### src/rtl/pkg_SQImageCache.sv
// Shared width of squared-integral-image samples used by the variance pipeline.
// Latency: n/a (constants only).
// Backpressure: n/a.
package pkg_SQImageCache;
    localparam int SQImageDepth = 40;
endpackage

### src/rtl/pkg_integralImageCache.sv
// Shared width of integral-image samples used by the variance pipeline.
// Latency: n/a (constants only).
// Backpressure: n/a.
package pkg_integralImageCache;
    localparam int integralImageDepth = 24;
endpackage

### src/rtl/structs.sv
// Shared read-port structs, bank-state enum and corner count for the variance cache.
// Latency: n/a (types only).
// Backpressure: n/a.
package structs;
    localparam int NUM_CORNERS = 4;

    typedef enum logic [1:0] {
        EMPTY   = 2'd0,
        FILLING = 2'd1,
        FULL    = 2'd2
    } bank_state_t;

    typedef struct packed {
        logic [2:0] raddr;
        logic [2:0] raddrSQ;
    } struct_varianceCache_Read_in;

    typedef struct packed {
        logic [pkg_integralImageCache::integralImageDepth-1:0] q;
        logic [pkg_SQImageCache::SQImageDepth-1:0]             qSQ;
    } struct_varianceCache_Read_out;
endpackage

### src/rtl/variance_cache_pkg.sv
// Local data types and address helper for the variance cache slice.
// Latency: n/a (types and a pure function).
// Backpressure: n/a.
package variance_cache_pkg;
    import structs::*;

    typedef logic [pkg_integralImageCache::integralImageDepth-1:0] int_dat_t;
    typedef logic [pkg_SQImageCache::SQImageDepth-1:0]             sq_dat_t;

    // Read addresses 4..7 have no backing entry and read as zero.
    function automatic logic in_range(input logic [2:0] addr);
        return addr < 3'(NUM_CORNERS);
    endfunction
endpackage

### src/rtl/variance_cache_if.sv
// Bundle of write handshake, window handshake and both read ports of the cache.
// Latency: n/a (wires only).
// Backpressure: wr_ready gates writes; win_valid/win_release hand windows over.
interface variance_cache_if;
    import variance_cache_pkg::*;
    import structs::*;

    logic                         wr_valid;
    logic                         wr_ready;
    logic [1:0]                   wr_addr;
    int_dat_t                     wr_data;
    sq_dat_t                      wr_dataSQ;
    logic                         wr_last;
    struct_varianceCache_Read_in  vcrA_in;
    struct_varianceCache_Read_out vcrA_out;
    struct_varianceCache_Read_in  vcrB_in;
    struct_varianceCache_Read_out vcrB_out;
    logic                         win_valid;
    logic                         dblBuf;
    logic                         win_release;

    modport master (
        output wr_valid, wr_addr, wr_data, wr_dataSQ, wr_last,
        output vcrA_in, vcrB_in, win_release,
        input  wr_ready, vcrA_out, vcrB_out, win_valid, dblBuf
    );

    modport slave (
        input  wr_valid, wr_addr, wr_data, wr_dataSQ, wr_last,
        input  vcrA_in, vcrB_in, win_release,
        output wr_ready, vcrA_out, vcrB_out, win_valid, dblBuf
    );
endinterface

### src/rtl/variance_cache_bank.sv
// One bank of 4 integral + 4 squared corner entries with a registered read port.
// Latency: read data valid 1 cycle after address; reads see pre-write contents.
// Backpressure: none; clear has priority over write (the two never coincide).
module variance_cache_bank
    import variance_cache_pkg::*;
    import structs::*;
(
    input  logic                         clk,
    input  logic                         resetn,
    input  logic                         wr_en,
    input  logic [1:0]                   wr_addr,
    input  int_dat_t                     wr_data,
    input  sq_dat_t                      wr_dataSQ,
    input  logic                         clr,
    input  struct_varianceCache_Read_in  rd_in,
    output struct_varianceCache_Read_out rd_out
);

    int_dat_t mem_int [NUM_CORNERS];
    sq_dat_t  mem_sq  [NUM_CORNERS];

    // Corner storage: wiped on release so a short window reads 0 in unwritten slots.
    always_ff @(posedge clk or negedge resetn) begin
        if (!resetn) begin
            for (int i = 0; i < NUM_CORNERS; i++) begin
                mem_int[i] <= '0;
                mem_sq[i]  <= '0;
            end
        end else if (clr) begin
            for (int i = 0; i < NUM_CORNERS; i++) begin
                mem_int[i] <= '0;
                mem_sq[i]  <= '0;
            end
        end else if (wr_en) begin
            mem_int[wr_addr] <= wr_data;
            mem_sq[wr_addr]  <= wr_dataSQ;
        end
    end

    // Registered read; integral and squared halves have independent addresses.
    always_ff @(posedge clk or negedge resetn) begin
        if (!resetn) begin
            rd_out <= '0;
        end else begin
            rd_out.q   <= in_range(rd_in.raddr)   ? mem_int[rd_in.raddr[1:0]]  : '0;
            rd_out.qSQ <= in_range(rd_in.raddrSQ) ? mem_sq[rd_in.raddrSQ[1:0]] : '0;
        end
    end

endmodule

### src/rtl/variance_cache.sv
// Ping-pong corner cache: writer fills bank wbank while consumer reads window in rbank.
// Latency: window offered the cycle after wr_last; reads are 1-cycle registered.
// Backpressure: wr_ready drops while the write bank is FULL; win_release frees it.
module variance_cache
    import variance_cache_pkg::*;
    import structs::*;
(
    input  logic            clk,
    input  logic            resetn,
    variance_cache_if.slave bus
);

    bank_state_t state [2];
    logic        wbank;
    logic        rbank;
    logic        accept;
    logic        release_go;
    logic [1:0]  wr_en;
    logic [1:0]  clr;

    assign bus.wr_ready  = (state[wbank] != FULL);
    assign bus.win_valid = (state[rbank] == FULL);
    assign bus.dblBuf    = rbank;

    assign accept     = bus.wr_valid & bus.wr_ready;
    assign release_go = bus.win_release & bus.win_valid;

    // Steer the accepted write and the release to their banks; FULL keeps them apart.
    always_comb begin
        wr_en        = '0;
        clr          = '0;
        wr_en[wbank] = accept;
        clr[rbank]   = release_go;
    end

    // Per-bank lifecycle: EMPTY -> FILLING -> FULL on wr_last, back to EMPTY on release.
    always_ff @(posedge clk or negedge resetn) begin
        if (!resetn) begin
            state[0] <= EMPTY;
            state[1] <= EMPTY;
        end else begin
            for (int b = 0; b < 2; b++) begin
                if (clr[b]) begin
                    state[b] <= EMPTY;
                end else if (wr_en[b]) begin
                    if (bus.wr_last) begin
                        state[b] <= FULL;
                    end else if (state[b] == EMPTY) begin
                        state[b] <= FILLING;
                    end
                end
            end
        end
    end

    // Write pointer advances once a window is closed by wr_last.
    always_ff @(posedge clk or negedge resetn) begin
        if (!resetn) begin
            wbank <= 1'b0;
        end else if (accept && bus.wr_last) begin
            wbank <= ~wbank;
        end
    end

    // Read pointer advances once the consumer hands the offered window back.
    always_ff @(posedge clk or negedge resetn) begin
        if (!resetn) begin
            rbank <= 1'b0;
        end else if (release_go) begin
            rbank <= ~rbank;
        end
    end

    variance_cache_bank u_bank_a (
        .clk       (clk),
        .resetn    (resetn),
        .wr_en     (wr_en[0]),
        .wr_addr   (bus.wr_addr),
        .wr_data   (bus.wr_data),
        .wr_dataSQ (bus.wr_dataSQ),
        .clr       (clr[0]),
        .rd_in     (bus.vcrA_in),
        .rd_out    (bus.vcrA_out)
    );

    variance_cache_bank u_bank_b (
        .clk       (clk),
        .resetn    (resetn),
        .wr_en     (wr_en[1]),
        .wr_addr   (bus.wr_addr),
        .wr_data   (bus.wr_data),
        .wr_dataSQ (bus.wr_dataSQ),
        .clr       (clr[1]),
        .rd_in     (bus.vcrB_in),
        .rd_out    (bus.vcrB_out)
    );

endmodule

### src/flat_wrapper.sv
// flat-port wrapper written by rule: the top's interface ports become plain ports
module variance_cache_flat import variance_cache_pkg::*; import structs::*;
  (clk, resetn, bus_wr_valid, bus_wr_addr, bus_wr_data, bus_wr_dataSQ, bus_wr_last, bus_vcrA_in, bus_vcrB_in, bus_win_release, bus_wr_ready, bus_vcrA_out, bus_vcrB_out, bus_win_valid, bus_dblBuf);
  variance_cache_if bus_i ();
  input  logic clk;
  input  logic resetn;
  input wire logic [$bits(bus_i.wr_valid)-1:0] bus_wr_valid;
  input wire logic [$bits(bus_i.wr_addr)-1:0] bus_wr_addr;
  input wire logic [$bits(bus_i.wr_data)-1:0] bus_wr_data;
  input wire logic [$bits(bus_i.wr_dataSQ)-1:0] bus_wr_dataSQ;
  input wire logic [$bits(bus_i.wr_last)-1:0] bus_wr_last;
  input wire logic [$bits(bus_i.vcrA_in)-1:0] bus_vcrA_in;
  input wire logic [$bits(bus_i.vcrB_in)-1:0] bus_vcrB_in;
  input wire logic [$bits(bus_i.win_release)-1:0] bus_win_release;
  output wire logic [$bits(bus_i.wr_ready)-1:0] bus_wr_ready;
  output wire logic [$bits(bus_i.vcrA_out)-1:0] bus_vcrA_out;
  output wire logic [$bits(bus_i.vcrB_out)-1:0] bus_vcrB_out;
  output wire logic [$bits(bus_i.win_valid)-1:0] bus_win_valid;
  output wire logic [$bits(bus_i.dblBuf)-1:0] bus_dblBuf;
  assign bus_i.wr_valid = bus_wr_valid;
  assign bus_i.wr_addr = bus_wr_addr;
  assign bus_i.wr_data = bus_wr_data;
  assign bus_i.wr_dataSQ = bus_wr_dataSQ;
  assign bus_i.wr_last = bus_wr_last;
  assign bus_i.vcrA_in = bus_vcrA_in;
  assign bus_i.vcrB_in = bus_vcrB_in;
  assign bus_i.win_release = bus_win_release;
  assign bus_wr_ready = bus_i.wr_ready;
  assign bus_vcrA_out = bus_i.vcrA_out;
  assign bus_vcrB_out = bus_i.vcrB_out;
  assign bus_win_valid = bus_i.win_valid;
  assign bus_dblBuf = bus_i.dblBuf;
  variance_cache u_core (.clk(clk), .resetn(resetn), .bus(bus_i));
endmodule
### config.mk
export PLATFORM = sky130hd
export DESIGN_NAME = variance_cache_flat
export DESIGN_NICKNAME = d
export VERILOG_FILES = /design/src/rtl/pkg_SQImageCache.sv /design/src/rtl/pkg_integralImageCache.sv /design/src/rtl/structs.sv /design/src/rtl/variance_cache_pkg.sv /design/src/rtl/variance_cache_if.sv /design/src/rtl/variance_cache_bank.sv /design/src/rtl/variance_cache.sv /design/src/flat_wrapper.sv
export SDC_FILE = /design/constraint.sdc
export NUM_CORES = 1
export LEC_CHECK = 0
export ABC_AREA = 0
export CORE_ASPECT_RATIO = 0.5
export CORE_UTILIZATION = 53
export DETAILED_ROUTE_END_ITERATION = 16
export GPL_ROUTABILITY_DRIVEN = 0
export PLACE_DENSITY = 0.75
export SLEW_MARGIN = 15
export SYNTH_ARGS = -nofsm -noshare
export SYNTH_HDL_FRONTEND = slang
export SYNTH_SLANG_ARGS = --single-unit
### constraint.sdc
create_clock -name clk -period 2 [get_ports clk]
set_clock_uncertainty 0.15 [all_clocks]
set_input_delay 0.6 -clock clk [delete_from_list [all_inputs] [get_ports clk]]
set_output_delay 0.6 -clock clk [all_outputs]
set_load 0.005 [all_outputs]
* Word-level counts from Yosys, hierarchy flattened
Cells that the tools add are included.
Cells by class: $lt $le $gt $ge 16, equal/unequal tests 2, multiplexer cells 50, bitwise operators 13, reduce and logical (&&, ||, !) cells 12
Operators with widths (number):
- 2-to-1 mux 160 bit | 4
- 2-to-1 mux 96 bit | 4
- bitwise mux 160 bit | 2
- 2-to-1 mux 40 bit | 7
- bitwise mux 96 bit | 2
- 2-to-1 mux 24 bit | 7
- binary-select mux 40 bit (select 2 bit) | 2
- binary-select mux 24 bit (select 2 bit) | 2
- demux 40 bit (select 2 bit) | 1
- demux 24 bit (select 2 bit) | 1
- 2-to-1 mux 2 bit | 14
- greater-or-equal comparator 3 bit (second input constant) | 5
- NOT 2 -> 3 bit | 5
- less-than comparator 3 bit (second input constant) | 4
- nonzero test 3 bit | 2
- bitwise AND 2 bit | 2
- greater-or-equal comparator 2 bit (second input constant) | 2
- logical AND 1 bit | 4
- zero test 2 bit | 2
- less-than comparator 1 x 2 -> 1 bit (second input constant) | 2
- NOT 1 -> 2 bit | 2
- AND reduction 2 bit | 2
- nonzero test 2 bit | 2
- less-than comparator 3 x 1 -> 1 bit (second input constant) | 1
- 7 further kinds | 12
Storage, ports and cells: register bits 646, bits of input ports 83, output and inout port bits 131, word-level logic and storage cells 117

* Depth between registers and ports, before layout
Gate-level depths: netlist of the first run.
depth after elaboration 9, depth in mapped cells 5, gate-level depth less buffers 3

* Modules after synthesis
From an unflattened synthesis of the first run, not the netlist that was laid out.
Second synthesis, totals: cell total of the unflattened synthesis 2436, area, all modules 30026.3 um^2
Modules (own cells, without submodules):
- variance_cache_bank (u_core.u_bank_a) | times used 1, cells an instance 1189, area an instance 14939.3 um^2, sequential area each 8007.7 um^2
- variance_cache_bank (u_core.u_bank_b) | times used 1, cells an instance 1214, area an instance 14760.4 um^2, sequential area each 8007.7 um^2
- variance_cache | times used 1, cells an instance 33, area an instance 326.6 um^2, sequential area each 150.1 um^2

* Worst setup path before layout of the first run
OpenSTA, ideal clock, no wires.
kind input to register, from input port bus_vcrA_in[3], to register u_core.u_bank_a.rd_out[43] (netlist bit), setup time 0.132 ns, arrival time 1.721 ns, data required time 1.718 ns, path slack -0.003 ns, stages 4, buffers on the path 2, cells stage by stage buf_2 buf_2 mux4_2 nor2b_1
Between the ends: word-level cells in the longest chain between the ends 5, elaborated cells on any way between the ends 6, those cells by class order compare (1); mux (4); bitwise (1)
RTL lines:
- start: declaration | RTL line flat_wrapper.sv:12 | input wire logic [$bits(bus_i.vcrA_in)-1:0] bus_vcrA_in;
- NOT 2 -> 3 bit (implied by the code) | RTL line variance_cache_bank.sv:45 | rd_out.q <= in_range(rd_in.raddr) ? mem_int[rd_in.raddr[1:0]] : '0;
- binary-select mux 24 bit (select 2 bit) | RTL line variance_cache_bank.sv:45
- 2-to-1 mux 24 bit (implied by the code) (2 in series) | RTL line variance_cache_bank.sv:45
- 2-to-1 mux 24 bit (*) | RTL line variance_cache_bank.sv:45
- end: declaration | RTL line variance_cache_bank.sv:16 | output struct_varianceCache_Read_out rd_out
Every way passes the cells marked *; elsewhere a longest branch is shown, timed or not. The select of a mux whose other input is x is not followed. A chain may end at the register's enable or synchronous reset.

* Final worst setup path of the first run
from register u_core.state[0] (netlist bit), to output port bus_win_valid
Between the ends: word-level cells in the longest chain between the ends 4
RTL lines:
- start: declaration | RTL line variance_cache.sv:13 | bank_state_t state [2];
- 2-to-1 mux 2 bit (implied by the code) (3 in series) | RTL line variance_cache.sv:22 | assign bus.win_valid = (state[rbank] == FULL);
- == test 2 bit | RTL line variance_cache.sv:22
- end: declaration | RTL line flat_wrapper.sv:18 | output wire logic [$bits(bus_i.win_valid)-1:0] bus_win_valid;
No other way between the ends. The select of a mux whose other input is x is not followed.

==> results.py, run 1 <==
metrics = {
    "pwr": {
        "ir_drop_uv": 876,
        "leakage_uw": 0.0148,
        "pwr_density_cell_nw_per_um2": 1440,
    },
    "drt": {
        "drtIter0Drc": 1535,
        "routed_wl_mm": 68.8,
        "drcViolationCount": 2,
        "detail_route.wl_per_cell_um": 26.5,
        "dr.pass1.iters": 11,
        "antenna_left": 0,
        "vias": 16800,
        "vias_per_cell": 6.49,
    },
    "synthesis": {
        "yosysMostFrequentCell": "dfrtp_1",
        "synthTopCellsByArea": "dfrtp_1 (62%), a22o_1 (17%), mux4_2 (11%)",
        "synth_ff_type": "dfrtp_1",
        "ys_top_cells_by_count": "dfrtp_1 (646), a22o_1 (508), nor2b_1 (130)",
        "yosysTopAreaCell": "dfrtp_1",
        "syn_area_um2": 26100,
        "synth_edf_count": 0,
        "yosysSeqAreaShare": 0.619,
        "synthArstFlopShare": 1.00,
        "yosys.area.top_type_share": 0.619,
        "syn_inst": 1680,
        "ys_seq_elements": 646,
        "syn_avg_cell_area_um2": 15.5,
        "yosys_warnings": 0,
        "synth_nets": 1763,
        "synthDistinctLibCells": 35,
    },
    "placed_design": {
        "detailed_place_hpwl_mm": 43.0,
        "placed_area_um2": 29900,
        "portBuffers": 213,
        "pre_cts_ws_ps": -538,
    },
    "setup_path": {
        "path_class": "register to output pin",
        "start_kind": "register",
        "crit_path_end_kind": "output pin",
        "r2r_cells": 7,
        "cp.arrival_ps": 1460,
        "critPathMaxFanout": 3,
        "r2r_slack_ps": 30,
        "reg2reg_to": "u_core.u_bank_a.mem_sq[69]",
        "regToRegStartpoint": "u_core.wbank",
        "worstPathRequired_ps": 1250,
    },
    "hold_path": {
        "hold_depth": 2,
        "worstHoldEndpoint": "u_core.u_bank_b.rd_out[33]",
        "hold_start": "bus_vcrB_in[2]",
        "hp-class": "input port to register",
    },
    "floorplan": {
        "die_area_um2": 50200,
        "start_util": 0.538,
        "num_io_pins": 214,
        "die_w_um": 316,
        "rows": 57,
        "fp.dieH_um": 159,
        "core_region_area_um2": 48600,
    },
    "final_layout": {
        "fill_cells": 3213,
        "syn2layout_area_growth_pct": 22.7,
        "final_core_util": 0.660,
        "fin_area_um2": 32100,
        "final_nets": 1978,
        "drive_above_1_share": 0.214,
    },
    "clocking": {
        "clk_latency_ps": 610,
        "clk_path_buf_depth": 3,
        "cts_inserted_buffers": 56,
        "tritoncts": "done",
        "cts-root-buf": "clkbuf_16",
        "cts.sinks": 646,
        "clk_pin_slew_ps": 70,
        "cts_htree_levels": 2,
    },
    "global_route": {
        "grt_pass1_wl_mm": 108,
        "grt_use_total": 0.280,
        "grt.overflow.total": 0,
        "grt_pass1_vias": 17900,
        "antenna_found_initial": 3,
        "grt_max_degree": 96,
    },
    "flow_run": {
        "cap_violations": 0,
    },
    "sta": {
        "fin_setup_tns_ps": -400,
        "setup_violations": 2,
        "relSlewSlack": 0.661,
        "slew_viol_final": 0,
        "fin_crit_sh": 1.10,
        "final.setup.worst_slack_ps": -206,
        "fmax_ghz": 0.453,
        "rsz0062_at_grt": "true",
        "period_minus_slack_ps": 2210,
        "tightest_slew_ps": 507,
        "hold_viol": 0,
    },
    "status": {
        "violations": "DRC, setup timing",
        "run_status": "complete, but fails checks",
    },
}
[logic make-up (layout without fill, tap and decap cells)]
| family | Yosys count | after routing | share of synthesized area |
|---|---|---|---|
| AOI/OAI and AO/OA | 523 | 523 | 0.174 |
| buffers and inverters | 213 | 474 | 0.0455 |
| DFF | 646 | 646 | 0.619 |
| muxes | 136 | 136 | 0.117 |
| other | 0 | 3 | 0 |
| and+or+nand+nor | 162 | 162 | 0.0444 |
[worst max-delay path by stage]
stage | start | to | slack, ps | cells after the start
2_1_floorplan | bus_vcrA_in[3] | u_core.u_bank_a.rd_out[43] | -3 | 4
3_3_place_gp | bus_wr_valid | u_core.u_bank_a.mem_sq[70] | -490 | 7
3_5_place_dp | bus_wr_addr[1] | u_core.u_bank_a.mem_sq[129] | -540 | 6
4_1_cts | u_core.state[0] | bus_win_valid | -200 | 4
5_1_grt | u_core.state[0] | bus_win_valid | -250 | 4
6_report | u_core.state[0] | bus_win_valid | -210 | 4
[worst max-delay path, cell delays in order (launching register included)]
cell	delay, ps
dfrtp_1	410
nor2b_4	150
nand2_1	70
o21ai_1	80
buf_2	130
[timing repair]
action,CTS,global route
pin swaps,2,3
gates resized for setup,187,72
hold buffers,1,0
buffers inserted,4,7
gates cloned,0,4
hold endpoints to repair,24,0
endpoints found under the setup margin,131,196
[flip-flops by register name, summed over array words and instances, names as in the netlist]
signal	flops
u_core.bus.dblBuf	1
u_core.u_bank_a.mem_sq	160
u_core.u_bank_a.mem_int	96
u_core.u_bank_b.mem_int	96
u_core.u_bank_b.mem_sq	160
u_core.u_bank_b.rd_out	64
u_core.wbank	1
u_core.u_bank_a.rd_out	64
u_core.state	4
[routing by layer]
| metal | track usage | vias to the layer above | routed length, um |
|---|---|---|---|
| li1 | - | 6834 | - |
| met1 | 0.398 | 9034 | 28000 |
| met2 | 0.441 | 835 | 33400 |
| met3 | 0.0527 | 135 | 5510 |
| met4 | 0.0896 | 0 | 1910 |
| met5 | 0 | - | 0 |
[stage by stage]
stage               power (uW)  instances  hold WS [ps]
floorplan                29200       1680           154
global placement         33900       2472           332
detailed placement       34500       2472           335
CTS                      45900       2581           241
global route             48100       2593           282
finish                   46100       2593           302
[cell type report]
type	count	area, um2	share of cell area
sequential	646	16200	0.504
multi-input combinational	821	8800	0.275
timing repair buffer	370	4290	0.134
clock buffer	88	1680	0.0525
tap	649	812	0.0253
clock inverter	16	288	0.00898
antenna	3	7.51	0.000234
[layout by cell type, fill, tap and decap left out, types with 3 or more instances in the layout]
| cell type | n |
|---|---|
| a21oi_1 | 6 |
| a22o_1 | 508 |
| a22o_2 | 4 |
| and4b_1 | 3 |
| buf_12 | 78 |
| buf_2 | 13 |
| buf_4 | 66 |
| buf_6 | 9 |
| bufinv_16 | 7 |
| clkbuf_1 | 16 |
| clkbuf_16 | 60 |
| clkbuf_8 | 16 |
| clkdlybuf4s15_1 | 92 |
| clkdlybuf4s50_1 | 71 |
| clkinv_2 | 5 |
| dfrtp_1 | 646 |
| diode_2 | 3 |
| dlygate4sd2_1 | 33 |
| mux2i_4 | 8 |
| mux4_2 | 128 |
| nand2b_1 | 3 |
| nor2b_1 | 130 |
| nor3_4 | 6 |
[report_power, final]
group	leakage, uW	total [uW]	internal (uW)	switching, uW
combinational	0.00524	13300	8040	5280
sequential	0.00864	21200	18300	2920
clock	0.000964	11600	6690	4870
(Power assumes the default switching activity.)
==> inputs of run 2 (changes only) <==
--- a/config.mk
+++ b/config.mk
@@ -8,9 +8,11 @@
 export ABC_AREA = 0
 export CORE_ASPECT_RATIO = 0.5
 export CORE_UTILIZATION = 53
+export CTS_CLUSTER_SIZE = 12
 export DETAILED_ROUTE_END_ITERATION = 16
 export GPL_ROUTABILITY_DRIVEN = 0
 export PLACE_DENSITY = 0.75
+export SKIP_CTS_REPAIR_TIMING = 1
 export SLEW_MARGIN = 15
 export SYNTH_ARGS = -nofsm -noshare
 export SYNTH_HDL_FRONTEND = slang
==> constraint.sdc (replaced) <==
create_clock -name clk -period 2.4 [get_ports clk]
set_clock_uncertainty 0.15 [all_clocks]
set_input_delay 0.72 -clock clk [delete_from_list [all_inputs] [get_ports clk]]
set_output_delay 0.72 -clock clk [all_outputs]
set_load 0.005 [all_outputs]
==> run 2 against run 1 <==
Effect of this change: non-clock buffer count decreased by 36; sequential cell count unchanged; sequential power fell by 17%; die area did not move; the run now ends clean; sequential share of layout area increased by 1.4 points.
==> results.py, run 2 (synthesis results as in run 1) <==
metrics = {
    "final_layout": {
        "final_common_cell": "dfrtp_1",
        "final_nets": 1946,
        "instances_no_fill": 2526,
        "fill_cells": 3324,
        "reg_top3": "u_core.u_bank_a.mem_sq (160), u_core.u_bank_b.mem_sq (160)",
        "drive_above_1_share": 0.187,
        "layout_common_cells": "dfrtp_1 (646), a22o_1 (508), clkdlybuf4s50_1 (196), nor2b_1 (130), mux4_2 (128)",
        "multiInputGateArea_um2": 8790,
        "ff_latch_area_um2": 16200,
        "syn2layout_area_growth_pct": 19.4,
    },
    "global_route": {
        "grt_max_degree": 69,
        "grt_pass1_wl_mm": 106,
        "use_met3": 0.0468,
        "top_usage_layer": "met2",
        "grt_pass1_vias": 17600,
        "grtUsageMet2": 0.436,
        "grt.overflow.total": 0,
        "grt_use_total": 0.275,
        "met1_usage": 0.394,
        "antenna_found_initial": 3,
    },
    "floorplan": {
        "die_w_um": 316,
        "die_area_um2": 50200,
        "core_region_area_um2": 48600,
        "fp.dieH_um": 159,
        "rows": 57,
        "start_util": 0.538,
        "num_io_pins": 214,
    },
    "drt": {
        "antenna_left": 0,
        "vias_per_cell": 6.57,
        "routed_wl_mm": 67.0,
        "vias": 16600,
        "drcViolationCount": 0,
        "dr.pass1.iters": 7,
        "drtIter0Drc": 1643,
        "detail_route.wl_per_cell_um": 26.5,
    },
    "setup_path": {
        "path_cells": "clkdlybuf4s50_1",
        "path_buf_inv": 1,
        "crit_slowest_cell": "clkdlybuf4s50_1",
        "worstPathRequired_ps": 1530,
        "reg2reg_to": "u_core.u_bank_a.mem_int[77]",
        "start_kind": "register",
        "r2r_cells": 5,
        "r2r_slack_ps": 360,
        "path_class": "register to output pin",
        "critical_path.max_stage_delay_ps": 520,
        "critPathMaxFanout": 1,
        "crit_family": "buffers and inverters",
        "regToRegStartpoint": "u_core.state[3]",
        "crit_path_end_kind": "output pin",
        "cp.arrival_ps": 1510,
    },
    "hold_path": {
        "hold_depth": 1,
        "worstHoldEndpoint": "u_core.u_bank_a.mem_int[26]",
        "hold_start": "u_core.u_bank_a.mem_int[26]",
        "hp-class": "register to register",
    },
    "clocking": {
        "cts.sinks": 646,
        "clk_latency_ps": 610,
        "cts_htree_levels": 2,
        "clk_pin_slew_ps": 60,
        "clk_path_buf_depth": 3,
        "cts_inserted_buffers": 60,
        "cts-root-buf": "clkbuf_16",
        "tritoncts": "done",
    },
    "pwr": {
        "pwr_density_cell_nw_per_um2": 1190,
        "ir_drop_uv": 662,
        "leakage_uw": 0.0142,
    },
    "sta": {
        "rsz0062_at_grt": "true",
        "fin_setup_tns_ps": 0,
        "slew_viol_final": 0,
        "fin_crit_sh": 0.992,
        "relSlewSlack": 0.578,
        "hold_viol": 0,
        "period_minus_slack_ps": 2380,
        "tightest_slew_ps": 633,
        "fmax_ghz": 0.420,
        "setup_violations": 0,
    },
    "placed_design": {
        "portBuffers": 213,
        "detailed_place_hpwl_mm": 41.2,
        "numPlacedInstances": 2444,
    },
    "status": {
        "run_status": "completed",
    },
    "flow_run": {
        "cap_violations": 0,
    },
}
## run 2: area by class of cell
type	count	share of cell area
antenna	3	0.000241
clock inverter	5	0.00177
timing repair buffer	334	0.122
clock buffer	68	0.0491
tap	649	0.0260
multi-input combinational	821	0.282
sequential	646	0.519
## run 2: through the flow
stage	cell area (um2)	utilization	worst slack [ps]	hold WS [ps]	power [uW]
final	31200	0.642	18.5	349	37000
after global routing	31200	0.642	-47.4	360	38800
after CTS	31100	0.640	-451	-143	37000
after detailed placement	29500	0.607	-277	335	28600
after global placement	29500	0.607	-224	332	28100
after floorplan	26100	-	277	274	24300
## run 2: how the worst max path moves through the flow
stage / depth (start not counted) / from / endpoint
5_1_grt: 4 / u_core.state[2] / bus_wr_ready
4_1_cts: 4 / u_core.state[2] / bus_wr_ready
3_5_place_dp: 6 / bus_wr_addr[1] / u_core.u_bank_a.mem_sq[139]
6_report: 1 / u_core.u_bank_b.rd_out[39] / bus_vcrB_out[39]
2_1_floorplan: 4 / bus_vcrA_in[3] / u_core.u_bank_a.rd_out[43]
3_3_place_gp: 6 / bus_wr_valid / u_core.u_bank_b.mem_sq[75]
## run 2: report_power, final
group / internal [uW] / switching, uW
Combinational: 6750 / 4270
Sequential: 15200 / 2420
Clock: 4460 / 3870
Total: 26500 / 10600
## run 2: per-layer routing
metal / routed length [um] / part of all wire
met2: 32600 / 0.49
met1: 27700 / 0.41
met3: 4770 / 0.071
met4: 1930 / 0.029
met5: 0 / 0
